## config.mk

```make
export PLATFORM = sky130hd
export DESIGN_NAME = name_compress
export DESIGN_NICKNAME = d
export VERILOG_FILES = /design/src/rtl/name_compress.sv
export SDC_FILE = /design/constraint.sdc
export NUM_CORES = 1
export LEC_CHECK = 0
export CAP_MARGIN = 20
export CORE_AREA = 2 2 210 212
export DETAILED_ROUTE_END_ITERATION = 10
export DIE_AREA = 0 0 212 214
export GPL_ROUTABILITY_DRIVEN = 0
export HOLD_SLACK_MARGIN = 0.15
export PLACE_DENSITY = 0.76
export SETUP_SLACK_MARGIN = 0.3
export SLEW_MARGIN = 20
export SYNTH_ARGS = -nofsm -noshare
export SYNTH_HDL_FRONTEND = slang
export SYNTH_SLANG_ARGS = --single-unit
```

## constraint.sdc

```tcl
create_clock -name clk -period 2.75 [get_ports clk]
set_input_delay 0.4125 -clock clk [delete_from_list [all_inputs] [get_ports clk]]
set_output_delay 0.4125 -clock clk [all_outputs]
set_load 0.005 [all_outputs]
```

## src/rtl/name_compress.sv

```systemverilog
// name_compress: run-length compressor for fixed-width name strings.
// Collapses consecutive identical strings into {count, string} records.
module name_compress #(
  parameter int STR_W = 128,
  parameter int CNT_W = 32
) (
  input  logic                   clk,
  input  logic                   rst,
  input  logic [STR_W-1:0]       InString,
  output logic [CNT_W+STR_W-1:0] Out,
  output logic                   write,
  output logic [STR_W-1:0]       strcmp0,
  output logic [STR_W-1:0]       strcmp1
);

  localparam logic [CNT_W-1:0] ONE = CNT_W'(1);

  logic [STR_W-1:0]       strcmp0_q, strcmp0_d;
  logic [STR_W-1:0]       strcmp1_q, strcmp1_d;
  logic [CNT_W-1:0]       count_q, count_d;
  logic [CNT_W+STR_W-1:0] out_q, out_d;
  logic                   write_q, write_d;

  logic same;
  logic live;
  logic sat;

  assign same = (strcmp0_q == strcmp1_q);
  assign live = (strcmp1_q != '0);
  assign sat  = (count_q == '1);

  // Next state: shift the compare pipeline and close a run on change or saturation
  always_comb begin
    strcmp0_d = InString;
    strcmp1_d = strcmp0_q;
    count_d   = count_q;
    out_d     = out_q;
    write_d   = 1'b0;
    if (same && !sat) begin
      count_d = count_q + ONE;
    end else begin
      // A run closes here; the zero (idle) string never produces a record.
      count_d = ONE;
      if (live) begin
        write_d = 1'b1;
        out_d   = {count_q, strcmp1_q};
      end
    end
  end

  // State registers with synchronous reset that discards any open run
  always_ff @(posedge clk) begin
    if (rst) begin
      strcmp0_q <= '0;
      strcmp1_q <= '0;
      count_q   <= '0;
      out_q     <= '0;
      write_q   <= 1'b0;
    end else begin
      strcmp0_q <= strcmp0_d;
      strcmp1_q <= strcmp1_d;
      count_q   <= count_d;
      out_q     <= out_d;
      write_q   <= write_d;
    end
  end

  assign Out     = out_q;
  assign write   = write_q;
  assign strcmp0 = strcmp0_q;
  assign strcmp1 = strcmp1_q;

endmodule

```

==> results <==
[placed cells by master, fill, tap and decap left out, types with 29 or more instances in the layout]
cell,instances
a21oi_1,30
nor2b_1,384
nand4_1,48
o21ai_0,41
clkbuf_16,60
nor3_1,58
xnor2_2,40
buf_12,35
or4_1,30
dfxtp_1,429
buf_4,124
o21ai_1,39
o311ai_2,29
nand2_1,171
a32oi_1,107
clkdlybuf4s50_1,545
o21ai_2,43
xnor2_1,81
o311ai_1,94
o211ai_1,56
[metrics by stage]
step	setup WS, ps	cell area, sq um
2_1_floorplan	619	19300
3_3_place_gp	-186	26200
3_5_place_dp	-254	26200
4_1_cts	162	29900
5_1_grt	-6.78	30800
6_report	52.4	30800
[power by group]
group | switching [mW] | total [mW] | internal, mW
Combinational | 0.879 | 1.92 | 1.04
Sequential | 0.311 | 7.05 | 6.74
Clock | 2.92 | 6.96 | 4.04
Total | 4.11 | 15.9 | 11.8
[cells by family after synthesis]
family / after synthesis
AND/OR/NAND/NOR: 777
AO/OA/AOI/OAI: 482
flip-flops: 449
buffers and inverters: 205
XOR/XNOR: 158
adder cells (fa/ha/maj): 1
[worst max-delay path: cells and delay by family (launching register included)]
kind            cells  cell delay (ps)
flops               1              340
buf+inv             4              650
compound gates      2              370
xor+xnor            1              190
simple gates        3              830
[area by class of cell]
class / count / share of cell area (%)
Multi-Input combinational cell: 1419 / 35.8
Sequential cell: 449 / 29.3
Timing Repair Buffer: 763 / 27.1
Clock buffer: 67 / 4.39
Tap cell: 585 / 2.37
Clock inverter: 22 / 0.986
Inverter: 3 / 0.0609
Antenna cell: 2 / 0.0162
[state kept, by name, indices dropped and copies added (netlist names)]
| signal | cells |
|---|---|
| write | 1 |
| Out | 160 |
| count_q | 32 |
| strcmp0 | 128 |
| strcmp1 | 128 |
[metal layers]
layer | global-route usage, % | share of wire (%) | vias to the layer above
met5 | 0 | 0.047 | -
met4 | 22.4 | 7.3 | 6
met3 | 10.4 | 11 | 383
met2 | 59.1 | 45 | 1522
met1 | 46.8 | 36 | 10000
li1 | - | - | 8814
[path summary, 6_finish.rpt]
path	end	cells after the start	slack (ps)
setup reg to reg	Out[8]	10	50
hold reg to reg	Out[112]	2	500
hold / removal	strcmp1[4]	3	330
setup / recovery	Out[8]	10	50
[what timing repair did]
item / CTS / global route
endpoints found under the setup margin: 193 / 168
gates cloned: 21 / 11
resized for setup: 272 / 188
pin swaps: 61 / 131
setup buffers: 24 / 1
==> results.cfg <==
[status]
status = finished clean

[critical_path]
crit_path_end_kind = flip-flop
reg2reg_from = strcmp1[34]
worstPathRequired_ps = 3200
cpPeakStageDelay_ps = 390
crit_path_max_fanout = 64
timing.critical_path.slowest_stage_cell = nor4_4
path_cells = buf_6 > xnor2_2 > nand4_1 > nor4_4 > nand4_1 > buf_6 > buf_4 > buf_12 > o21ai_1 > o311ai_1
crit_arrival_ps = 3150
start_kind = flip-flop
startpoint = strcmp1[34]
worstSetupPathType = flip-flop to flip-flop

[timing]
fin_setup_tns_ps = 0
fin_crit_sh_pct = 98.1
setup_violations = 0
fin_crit_ps = 2700
finalHoldViolCount = 0
fmax_ghz = 0.371
slew_violations = 0
finalHoldWorstSlack_ps = 334
relSlewSlack_pct = 41.3
worst_pin_slew_ps = 881
rsz0062_at_grt = yes
skew_ps = 35.5

[clocking]
ctsHoldBuffers = 0
path_clk_slew_ps = 70
cts-root-buf = clkbuf_16
clock_latency_ps = 620
h-tree-depth = 2
cts_tree = yes
cts.sinks = 449
cts_buffers = 49
cts_buffer_depth = 3

[synthesis]
synth.top_cell.area_share_pct = 46.6
yosys-top-cells-count = dfxtp_1, nor2b_1, nand2_1, xnor2_1, clkbuf_1
synthArstFlopShare_pct = 0
yosys.area_share.xor_xnor_pct = 7.18
syn-instance-count = 2072
ys_types = 39
ys_top_cells_by_area = dfxtp_1, nor2b_1, xnor2_1
ys_seq_area_share_pct = 46.6
synth_seq_cells = 449
synth-compound-area-share_pct = 18.4
ys_warn_count = 0
synth_ff_type = dfxtp_1
yosys.area.top_type = dfxtp_1
yosys.area_share.adder_pct = 0.0649
synth_top_family_by_area = simple AND/OR/NAND/NOR gates
yosysMostFrequentCell = dfxtp_1
avgSynthCellArea_sq_um = 9.30
synth_edf_count = 0
synth_simple_gate_area_share_pct = 23.1
synth.area.mux_share_pct = 0
synth.net_count = 2203
syn-cell-area_sq_mm = 0.0193

[finish]
fin_nets = 2816
fillers = 2869
drive_gt1_share_pct = 19.1
multi_input_area_sq_mm = 0.0110
area_growth_pct = 59.9
stdcell_count = 3310
final_util_pct = 71.9
ff_latch_area_sq_mm = 0.00902

[route]
drt-initial-drc-count = 2622
vias = 20800
drc = 0
routedWlPerCell_microns = 28.1
firstDrtPassIters = 6
wl_microns = 92900
viasPerCell = 6.27
postRouteAntennaNets = 0

[floorplan]
std_cell_rows = 76
ios = 547
die_height_microns = 214
dieArea_sq_mm = 0.0454
initial_core_util_pct = 44.9
fp.dieW_microns = 212
core_area_sq_mm = 0.0429

[grt]
grt_pass1_vias = 19700
grt_first_pass_wirelength_microns = 130000
grt_max_degree = 169
grt.overflow.total = 0
antenna_found_initial = 5
track_usage_pct = 37.9

[power_and_ir_drop]
power.total_mw = 15.9
worst_ir_drop_vdd_mv = 0.504
power_density_mw_per_mm2 = 516
p_leak_nw = 10.6

[run]
maxCapViolCount = 0

[worst_hold_path]
min_from = rst
hp-class = primary input to flip-flop

[placement]
port_buffers = 546
dp.cells = 3162
dp_hpwl_microns = 59700
Power figures use the tool's default switching activity.
